==> src/rtl/alu_r_sequencer_if.sv <==
// Handshake and data bundle between an instruction issuer and alu_r_sequencer.
// Valid/ready rule: a word moves only on a rising edge where its valid and ready are both high.
interface alu_r_sequencer_if;
  logic        iVALID;
  logic        oREADY;
  logic [31:0] iIR;
  logic [31:0] iALU_IN1;
  logic [31:0] iALU_IN2;
  logic        oVALID;
  logic        iREADY;
  logic [4:0]  oRD;
  logic [31:0] oALU_OUT;
  logic        oILLEGAL;
  logic        oBUSY;
  logic [1:0]  oSTATE;

  modport slave (
    input  iVALID, iIR, iALU_IN1, iALU_IN2, iREADY,
    output oREADY, oVALID, oRD, oALU_OUT, oILLEGAL, oBUSY, oSTATE
  );

  modport master (
    output iVALID, iIR, iALU_IN1, iALU_IN2, iREADY,
    input  oREADY, oVALID, oRD, oALU_OUT, oILLEGAL, oBUSY, oSTATE
  );
endinterface

==> src/rtl/alu_r_sequencer.sv <==
// RV32IM R-type execute unit: single-cycle ALU/multiply, 32-cycle restoring divide,
// one instruction in flight, result held until the consumer takes it.
module alu_r_sequencer (
  input  logic             iCLK,
  input  logic             iRST_N,
  alu_r_sequencer_if.slave bus
);
  typedef enum logic [1:0] {IDLE = 2'd0, DIV_RUN = 2'd1, DONE = 2'd2} state_t;

  state_t      r_state;
  state_t      w_next;
  logic [4:0]  r_cnt;
  logic [4:0]  r_rd;
  logic [31:0] r_out;
  logic        r_illegal;
  logic [31:0] r_rem;
  logic [31:0] r_quo;
  logic [31:0] r_dvs;
  logic        r_neg_q;
  logic        r_neg_r;
  logic        r_is_rem;

  logic [6:0]  w_opcode;
  logic [6:0]  w_func7;
  logic [2:0]  w_func3;
  logic [31:0] w_a;
  logic [31:0] w_b;
  logic [4:0]  w_shamt;
  logic        w_is_r;
  logic        w_base;
  logic        w_alt;
  logic        w_mext;
  logic        w_legal;
  logic        w_is_div;
  logic        w_div_signed;
  logic        w_div_zero;
  logic        w_div_ovf;
  logic        w_div_long;
  logic        w_accept;

  assign w_opcode = bus.iIR[6:0];
  assign w_func3  = bus.iIR[14:12];
  assign w_func7  = bus.iIR[31:25];
  assign w_a      = bus.iALU_IN1;
  assign w_b      = bus.iALU_IN2;
  assign w_shamt  = bus.iALU_IN2[4:0];

  assign w_is_r       = (w_opcode == 7'b0110011);
  assign w_base       = w_is_r && (w_func7 == 7'h00);
  assign w_alt        = w_is_r && (w_func7 == 7'h20) && ((w_func3 == 3'd0) || (w_func3 == 3'd5));
  assign w_mext       = w_is_r && (w_func7 == 7'h01);
  assign w_legal      = w_base || w_alt || w_mext;
  assign w_is_div     = w_mext && w_func3[2];
  assign w_div_signed = !w_func3[0];
  assign w_div_zero   = (w_b == 32'd0);
  assign w_div_ovf    = w_div_signed && (w_a == 32'h8000_0000) && (w_b == 32'hFFFF_FFFF);
  assign w_div_long   = w_is_div && !w_div_zero && !w_div_ovf;
  assign w_accept     = bus.iVALID && (r_state == IDLE);

  // Operands sign- or zero-extended to 33 bits so one unsigned 66-bit multiply covers all four MUL forms.
  logic        w_a_sgn;
  logic        w_b_sgn;
  logic [32:0] w_a_ext;
  logic [32:0] w_b_ext;
  logic [65:0] w_prod;
  logic signed [31:0] w_sra;

  assign w_a_sgn = (w_func3 == 3'd1) || (w_func3 == 3'd2);
  assign w_b_sgn = (w_func3 == 3'd1);
  assign w_a_ext = {w_a_sgn & w_a[31], w_a};
  assign w_b_ext = {w_b_sgn & w_b[31], w_b};
  assign w_prod  = {{33{w_a_ext[32]}}, w_a_ext} * {{33{w_b_ext[32]}}, w_b_ext};
  assign w_sra   = $signed(w_a) >>> w_shamt;

  logic [31:0] w_fast;

  always_comb begin
    w_fast = '0;
    if (w_base) begin
      case (w_func3)
        3'd0:    w_fast = w_a + w_b;
        3'd1:    w_fast = w_a << w_shamt;
        3'd2:    w_fast = {31'd0, ($signed(w_a) < $signed(w_b))};
        3'd3:    w_fast = {31'd0, (w_a < w_b)};
        3'd4:    w_fast = w_a ^ w_b;
        3'd5:    w_fast = w_a >> w_shamt;
        3'd6:    w_fast = w_a | w_b;
        default: w_fast = w_a & w_b;
      endcase
    end else if (w_alt) begin
      w_fast = (w_func3 == 3'd0) ? (w_a - w_b) : w_sra;
    end else if (w_mext) begin
      case (w_func3)
        3'd0:             w_fast = w_prod[31:0];
        3'd1, 3'd2, 3'd3: w_fast = w_prod[63:32];
        3'd4, 3'd5:       w_fast = w_div_zero ? 32'hFFFF_FFFF : (w_div_ovf ? 32'h8000_0000 : 32'h0);
        default:          w_fast = w_div_zero ? w_a : 32'h0;
      endcase
    end
  end

  logic        w_a_neg;
  logic        w_b_neg;
  logic [31:0] w_a_mag;
  logic [31:0] w_b_mag;

  assign w_a_neg = w_div_signed && w_a[31];
  assign w_b_neg = w_div_signed && w_b[31];
  assign w_a_mag = w_a_neg ? (32'd0 - w_a) : w_a;
  assign w_b_mag = w_b_neg ? (32'd0 - w_b) : w_b;

  // r_quo starts as the dividend; its MSB shifts into the partial remainder as quotient bits shift in.
  logic [32:0] w_rem_sh;
  logic [32:0] w_diff;
  logic        w_ge;
  logic [31:0] w_rem_nx;
  logic [31:0] w_quo_nx;
  logic [31:0] w_div_res;

  assign w_rem_sh  = {r_rem, r_quo[31]};
  assign w_diff    = w_rem_sh - {1'b0, r_dvs};
  assign w_ge      = (w_rem_sh >= {1'b0, r_dvs});
  assign w_rem_nx  = w_ge ? w_diff[31:0] : w_rem_sh[31:0];
  assign w_quo_nx  = {r_quo[30:0], w_ge};
  assign w_div_res = r_is_rem ? (r_neg_r ? (32'd0 - w_rem_nx) : w_rem_nx)
                              : (r_neg_q ? (32'd0 - w_quo_nx) : w_quo_nx);

  always_comb begin
    w_next = r_state;
    case (r_state)
      IDLE:    if (bus.iVALID) w_next = w_div_long ? DIV_RUN : DONE;
      DIV_RUN: if (r_cnt == 5'd0) w_next = DONE;
      DONE:    if (bus.iREADY) w_next = IDLE;
      default: w_next = IDLE;
    endcase
  end

  always_ff @(posedge iCLK or negedge iRST_N) begin
    if (!iRST_N) r_state <= IDLE;
    else         r_state <= w_next;
  end

  always_ff @(posedge iCLK or negedge iRST_N) begin
    if (!iRST_N) begin
      r_cnt     <= 5'd0;
      r_rd      <= 5'd0;
      r_out     <= 32'd0;
      r_illegal <= 1'b0;
      r_rem     <= 32'd0;
      r_quo     <= 32'd0;
      r_dvs     <= 32'd0;
      r_neg_q   <= 1'b0;
      r_neg_r   <= 1'b0;
      r_is_rem  <= 1'b0;
    end else if (w_accept) begin
      r_cnt     <= w_div_long ? 5'd31 : 5'd0;
      r_rd      <= bus.iIR[11:7];
      r_out     <= w_fast;
      r_illegal <= !w_legal;
      r_rem     <= 32'd0;
      r_quo     <= w_a_mag;
      r_dvs     <= w_b_mag;
      r_neg_q   <= w_a_neg ^ w_b_neg;
      r_neg_r   <= w_a_neg;
      r_is_rem  <= w_func3[1];
    end else if (r_state == DIV_RUN) begin
      r_rem <= w_rem_nx;
      r_quo <= w_quo_nx;
      if (r_cnt == 5'd0) r_out <= w_div_res;
      else               r_cnt <= r_cnt - 5'd1;
    end
  end

  assign bus.oREADY   = (r_state == IDLE);
  assign bus.oBUSY    = (r_state == DIV_RUN);
  assign bus.oVALID   = (r_state == DONE);
  assign bus.oRD      = r_rd;
  assign bus.oALU_OUT = r_out;
  assign bus.oILLEGAL = r_illegal;
  assign bus.oSTATE   = r_state;

  logic w_unused;
  assign w_unused = &{1'b0, bus.iIR[24:15], w_prod[65:64], w_diff[32]};
endmodule

==> src/flat_wrapper.sv <==
// flat-port wrapper written by rule: the top's interface ports become plain ports
module alu_r_sequencer_flat 
  (iCLK, iRST_N, bus_iVALID, bus_iIR, bus_iALU_IN1, bus_iALU_IN2, bus_iREADY, bus_oREADY, bus_oVALID, bus_oRD, bus_oALU_OUT, bus_oILLEGAL, bus_oBUSY, bus_oSTATE);
  alu_r_sequencer_if bus_i ();
  input  logic iCLK;
  input  logic iRST_N;
  input wire logic [$bits(bus_i.iVALID)-1:0] bus_iVALID;
  input wire logic [$bits(bus_i.iIR)-1:0] bus_iIR;
  input wire logic [$bits(bus_i.iALU_IN1)-1:0] bus_iALU_IN1;
  input wire logic [$bits(bus_i.iALU_IN2)-1:0] bus_iALU_IN2;
  input wire logic [$bits(bus_i.iREADY)-1:0] bus_iREADY;
  output wire logic [$bits(bus_i.oREADY)-1:0] bus_oREADY;
  output wire logic [$bits(bus_i.oVALID)-1:0] bus_oVALID;
  output wire logic [$bits(bus_i.oRD)-1:0] bus_oRD;
  output wire logic [$bits(bus_i.oALU_OUT)-1:0] bus_oALU_OUT;
  output wire logic [$bits(bus_i.oILLEGAL)-1:0] bus_oILLEGAL;
  output wire logic [$bits(bus_i.oBUSY)-1:0] bus_oBUSY;
  output wire logic [$bits(bus_i.oSTATE)-1:0] bus_oSTATE;
  assign bus_i.iVALID = bus_iVALID;
  assign bus_i.iIR = bus_iIR;
  assign bus_i.iALU_IN1 = bus_iALU_IN1;
  assign bus_i.iALU_IN2 = bus_iALU_IN2;
  assign bus_i.iREADY = bus_iREADY;
  assign bus_oREADY = bus_i.oREADY;
  assign bus_oVALID = bus_i.oVALID;
  assign bus_oRD = bus_i.oRD;
  assign bus_oALU_OUT = bus_i.oALU_OUT;
  assign bus_oILLEGAL = bus_i.oILLEGAL;
  assign bus_oBUSY = bus_i.oBUSY;
  assign bus_oSTATE = bus_i.oSTATE;
  alu_r_sequencer u_core (.iCLK(iCLK), .iRST_N(iRST_N), .bus(bus_i));
endmodule
==> config.mk <==
export PLATFORM = sky130hd
export DESIGN_NAME = alu_r_sequencer_flat
export DESIGN_NICKNAME = d
export VERILOG_FILES = /design/src/rtl/alu_r_sequencer_if.sv /design/src/rtl/alu_r_sequencer.sv /design/src/flat_wrapper.sv
export SDC_FILE = /design/constraint.sdc
export NUM_CORES = 2
export LEC_CHECK = 0
export ABC_AREA = 1
export BUFFER_PORTS_ARGS = -buffer_cell sky130_fd_sc_hd__clkbuf_2
export CORE_ASPECT_RATIO = 1.25
export CORE_MARGIN = 4
export CORE_UTILIZATION = 25
export CTS_CLUSTER_DIAMETER = 150
export DETAILED_ROUTE_END_ITERATION = 10
export GPL_TIMING_DRIVEN = 0
export PLACE_DENSITY = 0.46
export SKIP_CTS_REPAIR_TIMING = 1
export SLEW_MARGIN = 20
export SYNTH_ARGS = -nofsm -noshare
export SYNTH_HDL_FRONTEND = slang
export SYNTH_SLANG_ARGS = --single-unit
==> constraint.sdc <==
create_clock -name iCLK -period 5.1 [get_ports iCLK]
set_clock_uncertainty 0.2 [all_clocks]
set_input_delay 0.51 -clock iCLK [delete_from_list [all_inputs] [get_ports iCLK]]
set_output_delay 0.51 -clock iCLK [all_outputs]
set_load 0.03 [all_outputs]
## After elaboration in Yosys (flattened, before gate mapping)

Index checks and enable logic that the tools add are counted.

- Flip-flop bits (word level): 144
- Latch bits: 0
- Bits in writable memories: 0
- Memory bits (read-only): 0
- Bits of input ports: 100
- Output and inout bits: 43
- Memories kept: 0

- $add $sub $neg: 8
- Multipliers: 1
- Divide/modulo/power cells: 0
- Magnitude comparators: 3
- Equal/unequal tests: 17
- Shift-type cells: 3
- Mux-type cells: 31
- Bitwise logic cells: 6
- Reductions and logical operators: 32

Operator list:

| operator | count |
|---|---|
| 32-bit two-way mux | 20 |
| 32-bit one-hot mux with 7 select lines | 1 |
| 1-bit by 32-bit subtractor with 32-bit output, first input constant | 4 |
| 32-bit one-hot mux with 3 select lines | 1 |
| 32-bit equality test, second input constant | 2 |
| 32-bit less-than comparator | 2 |
| 33-bit by 33-bit multiplier with 64-bit output | 1 |
| 32-bit subtractor | 2 |
| 33-bit by 32-bit >= comparator with 1-bit output | 1 |
| 32-bit adder | 1 |
| 32-bit AND | 1 |
| 32-bit zero test | 1 |
| 32-bit OR | 1 |
| 32-bit by 5-bit << shifter with 32-bit output | 1 |
| 32-bit by 5-bit right shift with 32-bit output | 1 |
| 32-bit by 5-bit >>> shifter with 32-bit output | 1 |
| 32-bit bitwise XOR | 1 |
| 5-bit two-way mux | 4 |
| 7-bit by 6-bit equality test with 1-bit output, second input constant | 2 |
| 1-bit logical AND | 12 |
| 3-bit equality test, second input constant | 3 |
| 2-bit two-way mux | 4 |
| 7-bit by 1-bit equality test with 1-bit output, second input constant | 1 |
| 7-bit zero test | 1 |
| 20 further kinds | 32 |

## Longest topological paths before layout

- Depth after elaboration: 10
- Depth in mapped cells: 42
- Mapped depth without buffers: 40

## Worst setup path before layout

OpenSTA, ideal clock, no wires.

- Path kind: input to register
- From: in bus_iIR[12]
- To: reg u_core.r_out[31], in the netlist u_core.bus.oALU_OUT[31]
- Data arrival time: 8.521 ns
- Slack: -3.739 ns
- Stages on the path: 36
- Path through: buf_2 > clkinv_1 > nand3_1 > nand2_1 > nand2_2 > clkbuf_1 > nor2_1 > fa_1 > inv_1 > fa_1 > inv_1 > fa_1 > inv_1 > fa_1 > inv_1 > fa_1 > fa_1 > inv_1 > fa_1 > fa_1 > inv_1 > ha_1 > a21oi_1 > inv_1 > a31oi_1 > inv_1 > a221oi_1 > o211ai_1 > a21oi_1 > nand3_1 > nand3_1 > nand2_1 > nand2_1 > nand4_1 > nand3_1 > nand2_1

- Cells in the longest elaborated chain, start to end: 10
- Elaborated cells on any way between the ends: 27
- Classes of those cells: mul: 1; eq/ne: 6; mux: 9; bitwise: 2; reduce/logical: 9

Ends and longest elaborated chain:

| item | line | text |
|---|---|---|
| from (decl) | flat_wrapper.sv:8 | `input wire logic [$bits(bus_i.iIR)-1:0] bus_iIR;` |
| branches (longest 8 deep; another with 33-bit by 33-bit multiplier with 64-bit output) | - |  |
| 32-bit two-way mux * | alu_r_sequencer.sv:79 | `if (w_base) begin` |
| 32-bit two-way mux * | alu_r_sequencer.sv:155 | `end else if (w_accept) begin` |
| to (signal assigned) | alu_r_sequencer.sv:158 | `r_out <= w_fast;` |
| to (signal assigned) | alu_r_sequencer.sv:169 | `if (r_cnt == 5'd0) r_out <= w_div_res;` |
| to (decl) | alu_r_sequencer.sv:14 | `logic [31:0] r_out;` |

Every way passes the cells marked *.
A chain may end at the register's enable or synchronous reset.

## Final worst setup path

- From: in bus_iIR[13]
- To: reg u_core.r_out[31], in the netlist u_core.bus.oALU_OUT[31]

- Cells in the longest elaborated chain, start to end: 9
- Elaborated cells on any way between the ends: 22
- Classes of those cells: mul: 1; eq/ne: 6; mux: 7; bitwise: 2; reduce/logical: 6

Ends and longest elaborated chain:

| item | line | text |
|---|---|---|
| 3-bit by 1-bit equality test with 1-bit output / 3-bit by 2-bit equality test with 1-bit output (equally long branches) | - |  |
| 1-bit logical OR | alu_r_sequencer.sv:68 | `assign w_a_sgn = (w_func3 == 3'd1) \|\| (w_func3 == 3'd2);` |
| 1-bit AND | alu_r_sequencer.sv:70 | `assign w_a_ext = {w_a_sgn & w_a[31], w_a};` |
| 33-bit by 33-bit multiplier with 64-bit output | alu_r_sequencer.sv:72 | `assign w_prod = {{33{w_a_ext[32]}}, w_a_ext} * {{33{w_b_ext[32]}}, w_b_ext};` |
| 32-bit one-hot mux with 3 select lines | alu_r_sequencer.sv:93 | `case (w_func3)` |
| 32-bit two-way mux | alu_r_sequencer.sv:92 | `end else if (w_mext) begin` |
| 32-bit two-way mux | alu_r_sequencer.sv:90 | `end else if (w_alt) begin` |
| 32-bit two-way mux * | alu_r_sequencer.sv:79 |  |
| 32-bit two-way mux * | alu_r_sequencer.sv:155 |  |

Mark *: on every way between the ends. The rest lies on a longest branch, timed or not.

==> flow_summary.yaml <==
critical_path:
  cp-start-kind: "primary input"
  crit_family: "adder cells"
  worstPathArrival_ns: 9.08
  crit_required_ns: 5.25
  worst-path-buf-inv: 12
  regToRegStartpoint: "u_core.r_rem[11]"
  cp-end-kind: "flop"
  cp_slowest_cell: "fa_2"
  cp-startpoint: "bus_iIR[13]"
  worstPathMaxFanout: 6
  worst_path_most_repeated_cell: "fa_1"
  cpPeakStageDelay_ns: 0.68
  crit_type: "primary input to flop"
timing:
  rsz0062_at_grt: "yes"
  period_minus_slack_ns: 8.924
  report.final.slew_viol_count: 0
  fin_crit_sh_pct: 175.0
  max-slew-margin-rel_pct: 6.374
  fmax_mhz: 112.1
  final-hold-violation-count: 0
  final-setup-viol-count: 32
  worst_slack_ns: -3.824
  tightestPinTransition_ns: 1.404
synthesis:
  synth.most_common_cell: "nand2_1"
  synthCells: 8691
  synth_top_family_by_area: "adder cells"
  synth-simple-area-share_pct: 21.51
  synth-xor-area-share_pct: 1.703
  ys_top_cells_by_area: "fa_1 37%, nand2_1 14%, inv_1 13%"
  syn-cell-area_mm2: 0.06121
  yosys.area.top_type: "fa_1"
  synth_fa_ha_area_share_pct: 44.00
  ys_top_cells_by_count: "2212 x nand2_1, 2050 x inv_1, 1128 x fa_1"
  synth-compound-area-share_pct: 11.17
  synthMuxAreaShare_pct: 0.1962
  synth-edff-count: 0
  synth_seq_cells: 144
  yosysTopAreaCellShare_pct: 36.89
  yosys.cell_types.count: 72
  avgSynthCellArea_um2: 7.043
  yosysSeqAreaShare_pct: 5.887
  syn-num-nets: 10270
  synthArstFlopShare_pct: 100.0
  yosys_warnings: 0
  ys.flop_type: "dfrtp_1"
hold_path:
  hp-start: "bus_iIR[9]"
  hold_class: "primary input to flop"
routing:
  viasPerCell: 5.053
  post-route-drc-count: 0
  via_count: 62490
  wirelength_mm: 406.7
  antenna_left: 0
  drt_iter0_drc: 6061
  drt_first_pass_iters: 8
  drt-wirelength-per-cell_um: 32.89
grt:
  grt_max_degree: 67
  track_usage_pct: 31.46
  grt_overflow: 0
  grt_first_pass_wirelength_mm: 544.9
  grt_pass1_vias: 64140
  antenna_found_initial: 45
placement:
  port_buffers: 131
  place_congestion: 1.065
  dp_hpwl_mm: 344.3
cells_and_area:
  post-route-util_pct: 30.40
  drive_gt1_share_pct: 14.37
  fillers: 26670
  num-nets-final: 10640
  area_growth_pct: 20.63
die:
  num_rows: 202
  die_w_um: 450.6
  dieArea_mm2: 0.2529
  fp.dieH_um: 561.2
  ios: 143
  start_util_pct: 25.20
  core_mm2: 0.2429
flow_run:
  cap_violations: 0
clock_tree:
  htreeDepth: 4
  root_buffer: "clkbuf_16"
  clk_path_buf_depth: 2
  clock-sinks: 144
  clk_pin_slew_worst_paths_ns: 0.07
  insertion_delay_ns: 0.47
  cts_tree: "built"
  numCtsBuffers: 17
status:
  status: "finished, violations left"
  violations: "setup timing"
registers in the layout, summed over array words and instances, names as in the netlist:
signal,count
u_core.bus.oALU_OUT,32
u_core.r_dvs,32
u_core.r_quo,32
u_core.r_rem,32
u_core.bus.oRD,5
u_core.r_cnt,5
u_core.bus.oSTATE,2
u_core.bus.oILLEGAL,1
u_core.r_is_rem,1
u_core.r_neg_q,1
u_core.r_neg_r,1
area by class of cell:
class | count | area (um^2) | area share [%]
multi-input cells | 6045 | 50820 | 68.82
inverters | 2067 | 7868 | 10.66
well taps | 3264 | 4084 | 5.531
plain buffers | 432 | 3832 | 5.190
flip-flops and latches | 144 | 3603 | 4.880
repair buffers | 355 | 2965 | 4.016
clock buffers | 17 | 425.4 | 0.5761
clock inverters | 15 | 173.9 | 0.2355
diodes | 27 | 67.56 | 0.09150
metal layers:
| layer | wire (um) | GRT usage (%) | up-vias |
|---|---|---|---|
| met5 | 190 | 0 | - |
| met4 | 47190 | 28.39 | 28 |
| met3 | 26120 | 5.710 | 1100 |
| met2 | 189900 | 52.23 | 3000 |
| met1 | 143200 | 34.25 | 31480 |
| li1 | - | - | 26880 |
cell families (layout without fill, tap and decap cells):
family | after synthesis | after routing
AO/OA/AOI/OAI | 1225 | 1225
XOR/XNOR | 119 | 119
adder cells (fa/ha/maj) | 1476 | 1476
buffers and inverters | 2503 | 2886
flip-flops | 144 | 144
multiplexers | 12 | 12
other | 0 | 27
AND/OR/NAND/NOR | 3212 | 3213
worst reg2reg max path, delay by kind of cell, from the launching register on:
kind / cells / cell delay, ns
buffers and inverters: 4 / 0.67
AO/OA/AOI/OAI: 4 / 1.01
AND/OR/NAND/NOR: 15 / 2.22
adder cells (fa/ha/maj): 2 / 0.72
flip-flops: 1 / 0.47
cells in the final DEF, fill, tap and decap left out, types with 50 or more instances in the layout:
cell type	instances
nor2_1	422
inv_2	54
clkbuf_2	146
a21oi_1	377
ha_1	295
buf_6	108
buf_12	79
nand3_1	208
nor3_1	62
o21ai_0	448
nand3_2	50
nand2_1	2126
dfrtp_1	144
fa_1	1083
inv_1	1983
xor2_1	93
clkbuf_1	112
buf_4	223
nand2_2	82
path summary, 6_finish.rpt:
path                                      endpoint  slack (ns)  depth (start not counted)
min in group asynchronous         u_core.r_rem[12]        0.28                          2
min                              u_core.bus.oRD[2]        0.04                          3
max reg2reg                u_core.bus.oALU_OUT[20]       -0.32                         25
max in group asynchronous         u_core.r_dvs[29]        3.45                          4
max                        u_core.bus.oALU_OUT[31]       -3.82                         37
min reg2reg                      u_core.bus.oRD[4]        0.27                          2
per-stage QoR:
step / hold WS, ns / cell area [um^2] / setup TNS (ns) / setup WS (ns) / std cells
detailed placement: 0.2083 / 67460 / -174.88 / -5.965 / 12100
global placement: 0.2547 / 67160 / -195.50 / -6.488 / 12090
CTS: -0.3033 / 68060 / -155.62 / -5.505 / 12130
floorplan: 0.01441 / 62420 / -76.07 / -2.902 / 8691
global route: 0.04578 / 73790 / -106.04 / -3.860 / 12350
finish: 0.04113 / 73840 / -101.82 / -3.824 / 12370
Power is left out: the tool's default activity adds up to more than one toggle a clock period on the data nets, which glitch-free logic cannot reach.
